<file path="src/rtl/sim_ctrl_pkg.sv">
// Shared definitions for the simulation run controller: FSM state encoding.
package sim_ctrl_pkg;

  localparam int ST_W = 3;

  typedef enum logic [ST_W-1:0] {
    ST_RESET   = 3'd0,
    ST_HOLD    = 3'd1,
    ST_RELEASE = 3'd2,
    ST_RUN     = 3'd3,
    ST_DONE    = 3'd4,
    ST_TIMEOUT = 3'd5
  } state_t;

endpackage

</file>
<file path="src/rtl/reset_sync.sv">
// Two-flop reset synchroniser: asserts asynchronously, releases on the 2nd clock edge.
module reset_sync (
  input  logic clk,
  input  logic reset,
  output logic rst_s
);

  logic meta;

  always_ff @(posedge clk or posedge reset) begin
    if (reset) begin
      meta  <= 1'b1;
      rst_s <= 1'b1;
    end else begin
      meta  <= 1'b0;
      rst_s <= meta;
    end
  end

endmodule

</file>
<file path="src/rtl/sim_run_controller.sv">
// Run controller for the CPU top level: staggered core resets, run-cycle counter,
// progress watchdog and a sticky DONE / TIMEOUT verdict.
//
// state      | meaning
// -----------+-----------------------------------------------------------
// ST_RESET   | internal reset active, all channels held in reset
// ST_HOLD    | reset released internally, waiting for channel 0 release
// ST_RELEASE | channels being released one by one
// ST_RUN     | all channels released, counting cycles, watchdog armed
// ST_DONE    | core halted, terminal until reset
// ST_TIMEOUT | watchdog expired, terminal until reset
module sim_run_controller
  import sim_ctrl_pkg::*;
#(
  parameter int NUM_CHANNELS   = 2,
  parameter int RESET_HOLD     = 2,
  parameter int STAGGER        = 1,
  parameter int TIMEOUT_CYCLES = 500,
  parameter int CNT_W          = 32
) (
  input  logic                    clk,
  input  logic                    reset,
  input  logic                    halt_i,
  input  logic                    kick_i,
  output logic [NUM_CHANNELS-1:0] core_reset,
  output logic [ST_W-1:0]         state_o,
  output logic [CNT_W-1:0]        cycle_count,
  output logic                    done,
  output logic                    timeout
);

  localparam int LAST_REL = RESET_HOLD + (NUM_CHANNELS - 1) * STAGGER;
  localparam int PH_W     = $clog2(LAST_REL + 2);

  localparam logic [PH_W-1:0]  PH_CH0  = PH_W'(RESET_HOLD);
  localparam logic [PH_W-1:0]  PH_LAST = PH_W'(LAST_REL);
  localparam logic [CNT_W-1:0] WD_LAST = CNT_W'(TIMEOUT_CYCLES - 1);

  if (NUM_CHANNELS < 1 || NUM_CHANNELS > 8) begin : g_bad_channels
    $error("sim_run_controller: NUM_CHANNELS must be 1..8");
  end
  if (RESET_HOLD < 1) begin : g_bad_hold
    $error("sim_run_controller: RESET_HOLD must be >= 1");
  end
  if (STAGGER < 0) begin : g_bad_stagger
    $error("sim_run_controller: STAGGER must be >= 0");
  end
  if (TIMEOUT_CYCLES < 1) begin : g_bad_timeout
    $error("sim_run_controller: TIMEOUT_CYCLES must be >= 1");
  end
  if (CNT_W < 1) begin : g_bad_cnt_w
    $error("sim_run_controller: CNT_W must be >= 1");
  end

  logic                    rst_s;
  state_t                  state_q, state_d;
  logic [PH_W-1:0]         phase_q, phase_d, phase_inc;
  logic [NUM_CHANNELS-1:0] rel_mask, core_reset_d;
  logic [CNT_W-1:0]        cnt_d, wd_q, wd_d;
  logic                    done_d, timeout_d;

  reset_sync u_reset_sync (
    .clk   (clk),
    .reset (reset),
    .rst_s (rst_s)
  );

  // phase_inc is the edge count since t0 that the upcoming edge will reach
  assign phase_inc = phase_q + PH_W'(1);

  for (genvar i = 0; i < NUM_CHANNELS; i++) begin : g_rel
    assign rel_mask[i] = (phase_inc >= PH_W'(RESET_HOLD + i * STAGGER));
  end

  always_comb begin
    state_d      = state_q;
    phase_d      = phase_q;
    core_reset_d = core_reset;
    cnt_d        = cycle_count;
    wd_d         = wd_q;
    done_d       = done;
    timeout_d    = timeout;
    case (state_q)
      ST_RESET: begin
        core_reset_d = '1;
        phase_d      = '0;
        cnt_d        = '0;
        wd_d         = '0;
        done_d       = 1'b0;
        timeout_d    = 1'b0;
        if (!rst_s) state_d = ST_HOLD;
      end
      ST_HOLD, ST_RELEASE: begin
        phase_d      = phase_inc;
        core_reset_d = ~rel_mask;
        if (phase_inc >= PH_LAST)     state_d = ST_RUN;
        else if (phase_inc >= PH_CH0) state_d = ST_RELEASE;
      end
      ST_RUN: begin
        if (cycle_count != '1) cnt_d = cycle_count + CNT_W'(1);
        // halt takes precedence over a watchdog expiry on the same edge
        if (halt_i) begin
          state_d = ST_DONE;
          done_d  = 1'b1;
        end else if (wd_q == WD_LAST && !kick_i) begin
          state_d   = ST_TIMEOUT;
          timeout_d = 1'b1;
        end else if (kick_i) begin
          wd_d = '0;
        end else begin
          wd_d = wd_q + CNT_W'(1);
        end
      end
      ST_DONE, ST_TIMEOUT: begin
      end
      default: state_d = ST_RESET;
    endcase
  end

  always_ff @(posedge clk or posedge reset) begin
    if (reset) begin
      state_q     <= ST_RESET;
      phase_q     <= '0;
      core_reset  <= '1;
      cycle_count <= '0;
      wd_q        <= '0;
      done        <= 1'b0;
      timeout     <= 1'b0;
    end else begin
      state_q     <= state_d;
      phase_q     <= phase_d;
      core_reset  <= core_reset_d;
      cycle_count <= cnt_d;
      wd_q        <= wd_d;
      done        <= done_d;
      timeout     <= timeout_d;
    end
  end

  assign state_o = state_q;

endmodule

</file>
<file path="config.mk">
export PLATFORM = sky130hd
export DESIGN_NAME = sim_run_controller
export DESIGN_NICKNAME = d
export VERILOG_FILES = /design/src/rtl/sim_ctrl_pkg.sv /design/src/rtl/reset_sync.sv /design/src/rtl/sim_run_controller.sv
export SDC_FILE = /design/constraint.sdc
export NUM_CORES = 1
export LEC_CHECK = 0
export CORE_MARGIN = 3
export CORE_UTILIZATION = 60
export CTS_CLUSTER_SIZE = 28
export DETAILED_ROUTE_END_ITERATION = 8
export PLACE_DENSITY_LB_ADDON = 0.15
export SLEW_MARGIN = 20
export SYNTH_ARGS = -nofsm -noshare
export SYNTH_HDL_FRONTEND = slang
export SYNTH_SLANG_ARGS = --single-unit
</file>
<file path="constraint.sdc">
create_clock -name clk -period 6.75 [get_ports clk]
set_input_delay 1.35 -clock clk [delete_from_list [all_inputs] [get_ports clk]]
set_output_delay 1.35 -clock clk [all_outputs]
set_load 0.01 [all_outputs]
</file>
==> out/qor.yml, run 1 <==
outcome:
  status: "completed"
clock_tree:
  cts_root_buf: "clkbuf_8"
  clock_latency_ns: 0.36
  cts_tree: "built"
  h-tree-depth: 3
  cts-resized-gates: 0
  cts_setup_buffers: 0
  hold_buffers: 0
  clkTransAtPathRegs_ns: 0.08
  cts_made_buffers: 9
  cts.sinks: 76
  clockBufferDepth: 2
timing:
  finClkSkew_ns: 0.0170
  max_slew_margin: 0.352
  tightest_slew_ns: 0.972
  setup_viol: 0
  min_period_ns: 3.46
  max_freq_mhz: 289
  post-route-period-util: 0.512
  rsz0062_at_grt: "no"
  setup_tns_ns: 0
  finalHoldViolations: 0
  setup_ws_ns: 3.29
  drv_slew: 0
synth:
  synth-async-reset-ratio: 1.00
  synthSimpleGateAreaFrac: 0.264
  yosys.area_share.adder: 0.0148
  synthXorXnorAreaFrac: 0.0291
  syn_area_sq_um: 4210
  ys_seq_area_frac: 0.452
  synth_top_family_by_area: "simple AND/OR/NAND/NOR gates"
  synth_mux_area_frac: 0.0119
  ys_types: 57
  synth_compound_area_frac: 0.195
  synth_seq_cells: 76
  synthFlopType: "dfrtp_1"
  netlist_instances: 469
  yosys.area.top_type: "dfrtp_1"
  synthTopCellsByArea: "dfrtp_1, a21oi_1, nand2_1"
  syn-num-nets: 478
  synth_edf_count: 0
  yosysTopAreaCellShare: 0.428
  ys_warn_count: 0
  syn_area_per_cell_sq_um: 8.99
drt:
  drt_wl_total_mm: 10.3
  via_count: 3962
  vias_per_cell: 6.59
  drt_first_pass_iters: 5
  detail-route-antenna-nets: 0
  drt-initial-drc-count: 372
  drc: 0
  wl_per_cell_um: 17.1
floorplanning:
  die_w_um: 89.8
  core_area_sq_um: 6570
  start_util: 0.642
  rows: 29
  dieArea_sq_um: 8060
  die_y_um: 89.8
  io_pins: 43
finish:
  diodes: 0
  area_delta_synth_final_pct: 16.3
  nFillCells: 516
  design_area_sq_um: 4900
  fin_nets: 512
  utilization: 0.746
  drive_gt1_frac: 0.0650
worst_setup_path:
  worst-path-buf-inv: 1
  crit_required_ns: 7.03
  rrSetupSlack_ns: 3.84
  critPathArrivalTime_ns: 3.74
  rr_worst_depth: 5
  startpoint_type: "input pin"
  critPathSlowestCell: "nor3_1"
  worstReg2RegStart: "state_o[1]"
  reg2reg_to: "wd_q[30]"
  end_kind: "register"
  cp_max_fo: 18
  critical_path.top_delay_family: "compound AO/OA/AOI/OAI gates"
  slowest_delay_ns: 0.64
  cp_cell_sequence: "clkdlybuf4s50_1, nor3_1, o21ai_2, a2111oi_0, mux2i_1"
  critical_path_class: "in -> reg"
place:
  hpwl_mm: 7.01
  place_area_sq_um: 4710
  gp_congestion: 0.892
  port_buffers: 42
  pre_cts_ws_ns: 2.75
grt:
  grt_max_degree: 77
  grt.total_usage: 0.261
  grt_pass1_wl_mm: 17.3
  antenna_found_initial: 0
  grt_overflow: 0
  first_global_vias: 3560
hold_path:
  hold_start: "u_reset_sync.meta"
  hold_path.class: "reg -> reg"
  hold_path_depth: 0
  worstHoldEndpoint: "u_reset_sync.rst_s"
pwr:
  p_leak_nw: 1.92
  power_density_nw_per_um2: 251
  irDropWorstVdd_mv: 0.316
  p_total_mw: 1.23
run:
  maxCapViolations: 0
==> layout make-up <==
class	instances	area (sq um)	area share
Timing Repair Buffer	45	443	0.0904
Multi-Input combinational cell	358	2220	0.453
Clock inverter	3	15.0	0.00306
Clock buffer	13	149	0.0304
Tap cell	93	116	0.0237
Inverter	13	48.8	0.00996
Sequential cell	76	1910	0.389
==> synthesized netlist by cell type (all sizes together) (2+ instances only) <==
library cell,n
dfrtp,72
nand2,44
a21oi,37
o21ai,34
nor2,30
nand3,29
or3,22
nand4,20
clkbuf,17
inv,13
nor3,13
xor2,10
nor4,9
o31ai,8
a2111o,6
a22o,6
o2111ai,6
o211ai,6
o22ai,6
or4,6
and3,5
and4,5
buf,5
ha,5
mux2i,5
nand2b,5
and2,4
dfstp,4
xnor2,4
a2111oi,3
a31oi,3
nor2b,3
a211oi,2
a21o,2
nand3b,2
nand4bb,2
nor4b,2
or4b,2
==> where the power goes <==
part           total [mW]  internal, mW  switching, mW
Sequential          0.548         0.492         0.0554
Clock               0.304         0.142          0.162
Combinational       0.379         0.133          0.247
==> worst reg2reg max path: stages, from the launching register on <==
cell and delay, ns:
dfrtp_1 0.55, or3_1 0.83, a2111oi_4 0.76, nand2_1 0.17, or3_1 0.38, a21oi_1 0.14
==> cell families after synthesis <==
group | after synthesis
fa+ha+maj | 5
compound gates | 127
buf+inv | 35
xor+xnor | 14
flops | 76
mux | 5
simple gates | 206
other cells | 1
==> sequential cells by signal, indices dropped and copies added, names as in the netlist <==
register            flops
core_reset              2
timeout                 1
phase_q                 3
u_reset_sync.rst_s      1
state_o                 3
done                    1
cycle_count            32
u_reset_sync.meta       1
wd_q                   32
==> per-stage QoR <==
step,cells,hold WS [ns]
floorplan,469,0.345
global placement,585,0.348
detailed placement,585,0.353
CTS,601,0.361
global route,601,0.361
finish,601,0.356
==> routing by layer <==
| layer | GRT usage | wire [um] | vias up |
|---|---|---|---|
| li1 | - | - | 1853 |
| met1 | 0.380 | 4620 | 1895 |
| met2 | 0.393 | 4660 | 194 |
| met3 | 0.0551 | 819 | 20 |
| met4 | 0.0805 | 184 | 0 |
| met5 | 0 | 0 | - |
==> worst max-delay path by stage <==
| stage | slack [ns] | to | cells after the start | from |
|---|---|---|---|---|
| after floorplan | 3.47 | cycle_count[0] | 1 | reset |
| after global placement | 2.91 | wd_q[30] | 6 | halt_i |
| after detailed placement | 2.75 | wd_q[2] | 6 | kick_i |
| after CTS | 3.13 | wd_q[2] | 6 | kick_i |
| after global routing | 3.02 | wd_q[15] | 5 | halt_i |
| final | 3.29 | wd_q[15] | 5 | halt_i |
==> layout by cell type (no fill, tap or decap), drive strengths merged, types with 13 or more instances in the layout <==
master and count:
a21oi 37, clkbuf 13, clkdlybuf4s50 42, dfrtp 72, inv 13, nand2 44
nand3 29, nand4 20, nor2 30, nor3 13, o21ai 34, or3 22
Power figures use the tool's default switching activity.
==> run 2, diff against run 1 <==
--- a/config.mk
+++ b/config.mk
@@ -6,7 +6,7 @@
 export NUM_CORES = 1
 export LEC_CHECK = 0
 export CORE_MARGIN = 3
-export CORE_UTILIZATION = 60
+export CORE_UTILIZATION = 52
 export CTS_CLUSTER_SIZE = 28
 export DETAILED_ROUTE_END_ITERATION = 8
 export PLACE_DENSITY_LB_ADDON = 0.15
==> constraint.sdc (replaced) <==
create_clock -name clk -period 3.07 [get_ports clk]
set_input_delay 0.614 -clock clk [delete_from_list [all_inputs] [get_ports clk]]
set_output_delay 0.614 -clock clk [all_outputs]
set_load 0.01 [all_outputs]
==> out/qor.yml, run 2 (synthesis results as in run 1) <==
drt:
  drt_first_pass_iters: 5
  via_count: 3956
  drc: 0
  detail-route-antenna-nets: 0
  drt_wl_total_mm: 10.4
  drt-initial-drc-count: 232
  vias_per_cell: 6.35
  wl_per_cell_um: 16.7
clock_tree:
  cts_tree: "built"
  cts-resized-gates: 0
  h-tree-depth: 3
  clockBufferDepth: 2
  cts_setup_buffers: 0
  cts.sinks: 76
  hold_buffers: 0
  clock_latency_ns: 0.35
  clkTransAtPathRegs_ns: 0.08
  cts_made_buffers: 9
  cts_root_buf: "clkbuf_8"
floorplanning:
  start_util: 0.540
  dieArea_sq_um: 9220
  rows: 32
  die_y_um: 96.0
  core_area_sq_um: 7810
  io_pins: 43
  die_w_um: 96.0
grt:
  grt_overflow: 0
  grt_use_met2: 0.362
  antenna_found_initial: 0
  first_global_vias: 3623
  grt_max_degree: 56
  grt_util_met3: 0.0438
  use_met1: 0.349
  busiest_layer: "met2"
  grt_pass1_wl_mm: 17.5
  grt.total_usage: 0.242
place:
  gp_congestion: 0.931
  hpwl_mm: 7.19
  port_buffers: 42
  pre_cts_ws_ns: 0.398
pwr:
  seq_power_share: 0.427
  swShare: 0.373
  irDropWorstVdd_mv: 0.445
  switchingPower_mw: 1.05
  power_density_nw_per_um2: 562
  p_leak_nw: 1.98
  p_comb_frac: 0.319
  clock_power_share: 0.254
  p_int_mw: 1.76
finish:
  drive_gt1_frac: 0.0883
  nFillCells: 667
  area_delta_synth_final_pct: 18.8
  diodes: 0
  final_cell_mix: "dfrtp_1, nand2_1, clkdlybuf4s50_1"
  layout_commonest_cell: "dfrtp_1"
  top_regs: "cycle_count x32, wd_q x32"
  fin_nets: 525
timing:
  setup_ws_ns: 0.464
  tightest_slew_ns: 0.638
  setup_tns_ns: 0
  max_slew_margin: 0.575
  drv_slew: 0
  finClkSkew_ns: 0.00753
  setup_viol: 0
  finalHoldViolations: 0
  holdWs_ns: 0.360
  post-route-period-util: 0.849
  rsz0062_at_grt: "no"
  min_period_ns: 2.61
  max_freq_mhz: 384
hold_path:
  hold_path.class: "reg -> reg"
worst_setup_path:
  cp_max_fo: 10
  critPathArrivalTime_ns: 2.89
  critical_path_class: "reg -> reg"
  startpoint_type: "register"
  crit_required_ns: 3.35
  end_kind: "register"
run:
  maxCapViolations: 0
outcome:
  status: "completed"
-- run 2: worst max-delay path: stages (launching register included) --
cell and delay, ns:
dfrtp_1 0.48, nand4_2 0.20, or4_4 0.60, or4b_1 0.71, or3_1 0.40, a21oi_1 0.15
-- run 2: metrics by stage --
stage	total power [mW]	instance area [sq um]	util	cells
2_1_floorplan	1.78	4210	-	469
3_3_place_gp	2.09	4830	0.618	607
3_5_place_dp	2.11	4830	0.618	607
4_1_cts	2.82	5010	0.641	623
5_1_grt	2.98	5010	0.641	623
6_report	2.81	5010	0.641	623
-- run 2: routing by layer --
metal	share of wire	vias up
met5	0	-
met4	0.016	0
met3	0.046	15
met2	0.46	113
met1	0.48	1967
li1	-	1861
-- run 2: area by class of cell --
cell class,count,area (sq um),share of cell area
clock buffers,12,155,0.0310
clock inverters,4,23.8,0.00475
inverters,13,48.8,0.00975
multi-input cells,358,2190,0.438
flip-flops and latches,76,1910,0.381
well taps,102,128,0.0255
repair buffers,58,553,0.110
-- run 2: worst paths after layout --
kind,from,endpoint,slack (ns),depth (start not counted)
min in group asynchronous,reset,cycle_count[23],0.61,2
min reg2reg,u_reset_sync.meta,u_reset_sync.rst_s,0.36,0
max in group asynchronous,reset,u_reset_sync.rst_s,1.75,3
max reg2reg,cycle_count[3],cycle_count[30],0.46,5
max,cycle_count[3],cycle_count[30],0.46,5
min,u_reset_sync.meta,u_reset_sync.rst_s,0.36,0
-- run 2: power groups by stage --
| stage | logic [mW] | registers [mW] | clock network, mW |
|---|---|---|---|
| 2_1_floorplan | 0.600 | 1.18 | 0 |
| 3_3_place_gp | 0.875 | 1.21 | 0 |
| 3_5_place_dp | 0.893 | 1.22 | 0 |
| 4_1_cts | 0.898 | 1.20 | 0.726 |
| 5_1_grt | 0.993 | 1.22 | 0.770 |
| 6_report | 0.896 | 1.20 | 0.715 |
==> run 3, diff against run 2 <==
==> constraint.sdc (replaced) <==
create_clock -name clk -period 2.1 [get_ports clk]
set_input_delay 0.42 -clock clk [delete_from_list [all_inputs] [get_ports clk]]
set_output_delay 0.42 -clock clk [all_outputs]
set_load 0.01 [all_outputs]
==> out/qor.yml, run 3 (synthesis results as in run 1) <==
worst_setup_path:
  critical_path.top_delay_family: "simple AND/OR/NAND/NOR gates"
  critical_path_class: "reg -> reg"
  startpoint: "cycle_count[11]"
  critPathArrivalTime_ns: 2.50
  critPathSlowestCell: "or4_4"
  crit_required_ns: 2.39
  worst-path-buf-inv: 2
  cp_cell_sequence: "nand3_2, or4_4, buf_6, a311o_2, buf_6, or3_1, a21oi_1"
  rrSetupSlack_ns: -0.11
  slowest_delay_ns: 0.55
  startpoint_type: "register"
  cp-endpoint: "cycle_count[23]"
  crit_cells: 7
  reg2reg_to: "cycle_count[23]"
  cp_common_cell: "buf_6"
  rr_worst_depth: 7
  worstReg2RegStart: "cycle_count[11]"
  cp_max_fo: 6
  end_kind: "register"
outcome:
  status: "finished, violations left"
  violations: "negative setup slack"
floorplanning:
  die_y_um: 96.0
  rows: 32
  core_area_sq_um: 7810
  die_w_um: 96.0
  io_pins: 43
  dieArea_sq_um: 9220
  start_util: 0.540
clock_tree:
  cts.sinks: 76
  clock_latency_ns: 0.36
  cts_made_buffers: 9
  clkTransAtPathRegs_ns: 0.09
  clockBufferDepth: 2
  cts_root_buf: "clkbuf_8"
  cts_tree: "built"
  h-tree-depth: 3
  hold_buffers: 0
drt:
  drt_first_pass_iters: 5
  drc: 0
  via_count: 4327
  drt-initial-drc-count: 321
  detail-route-antenna-nets: 0
  vias_per_cell: 6.20
  wl_per_cell_um: 17.0
  drt_wl_total_mm: 11.8
finish:
  fin_nets: 600
  diodes: 0
  layout_commonest_cell: "buf_4"
  stdcell_count: 698
  drive_gt1_frac: 0.248
  final_cell_mix: "buf_4, dfrtp_1, nand2_1"
  area_delta_synth_final_pct: 36.3
  top_regs: "cycle_count x32, wd_q x32"
timing:
  finalHoldViolations: 0
  finClkSkew_ns: 0.0124
  max_slew_margin: 0.644
  post-route-period-util: 1.05
  rsz0062_at_grt: "yes"
  max_freq_mhz: 453
  drv_slew: 0
  tightest_slew_ns: 0.534
  setup_viol: 12
  min_period_ns: 2.21
  setup_ws_ns: -0.108
pwr:
  power_density_nw_per_um2: 747
  irDropWorstVdd_mv: 0.889
  p_leak_nw: 2.39
place:
  hpwl_mm: 8.14
  gp_congestion: 0.909
  pre_cts_ws_ns: -0.266
  port_buffers: 42
  dp_cells: 670
hold_path:
  hold_path.class: "reg -> reg"
grt:
  first_global_vias: 4209
  grt.total_usage: 0.271
  grt_max_degree: 77
  grt_overflow: 0
  grt_pass1_wl_mm: 19.7
  antenna_found_initial: 0
run:
  maxCapViolations: 0
[run 3: cell count changes in the layout (fill, tap and decap cells not counted), sizes merged]
| cell | previous run | this run |
|---|---|---|
| inv | 13 | 14 |
| clkinvlp | 0 | 5 |
| dlymetal6s2s | 0 | 1 |
| buf | 16 | 91 |
| clkdlybuf4s50 | 42 | 41 |
| clkinv | 4 | 0 |
| clkbuf | 12 | 10 |
[run 3: metal layers]
| metal | share of wire | up-vias | routed length [um] | track usage |
|---|---|---|---|---|
| met5 | 0 | - | 0 | 0 |
| met4 | 0.018 | 0 | 210 | 0.0853 |
| met3 | 0.065 | 26 | 771 | 0.0563 |
| met2 | 0.47 | 172 | 5590 | 0.440 |
| met1 | 0.44 | 2112 | 5270 | 0.362 |
| li1 | - | 2017 | - | - |
[run 3: worst reg2reg max path, delay by kind of cell, from the launching register on]
family                 cells  cell delay, ns
AOI/OAI and AO/OA          2            0.51
DFF                        1            0.39
buffers and inverters      2            0.28
and+or+nand+nor            3            0.96
[run 3: layout make-up]
cell class                      instances  area [sq um]
Multi-Input combinational cell        358          2330
Clock inverter                          6          47.5
Inverter                               13          52.6
Sequential cell                        76          1910
Fill cell                             564          2060
Tap cell                              102           128
Timing Repair Buffer                  133          1140
Clock buffer                           10           138
[run 3: metrics by stage]
| stage | cell area, sq um | utilization | TNS, ns | power, mW | hold WS (ns) |
|---|---|---|---|---|---|
| 2_1_floorplan | 4270 | - | -0.847 | 2.61 | 0.345 |
| 3_3_place_gp | 5330 | 0.682 | -3.79 | 3.15 | 0.349 |
| 3_5_place_dp | 5330 | 0.682 | -5.38 | 3.19 | 0.353 |
| 4_1_cts | 5610 | 0.719 | -0.415 | 4.25 | 0.358 |
| 5_1_grt | 5750 | 0.736 | -2.52 | 4.53 | 0.362 |
| 6_report | 5750 | 0.736 | -0.735 | 4.29 | 0.350 |
[run 3: what timing repair did]
action                                  4_1_cts  5_1_grt
pin swaps                                    12       13
resized for setup                            13       22
endpoints found under the setup margin       22       46
setup buffers                                 8        4
[run 3: power breakdown]
group	switching [mW]	total, mW	internal, mW
Clock	0.603	1.07	0.470
Combinational	0.944	1.55	0.606
Sequential	0.0869	1.67	1.58
[run 3: worst min path at each step]
stage / startpoint / cells past startpoint / to
floorplan: u_reset_sync.meta / 0 / u_reset_sync.rst_s
detailed placement: u_reset_sync.meta / 0 / u_reset_sync.rst_s
finish: u_reset_sync.meta / 0 / u_reset_sync.rst_s
global route: u_reset_sync.meta / 0 / u_reset_sync.rst_s
global placement: u_reset_sync.meta / 0 / u_reset_sync.rst_s
CTS: u_reset_sync.meta / 0 / u_reset_sync.rst_s
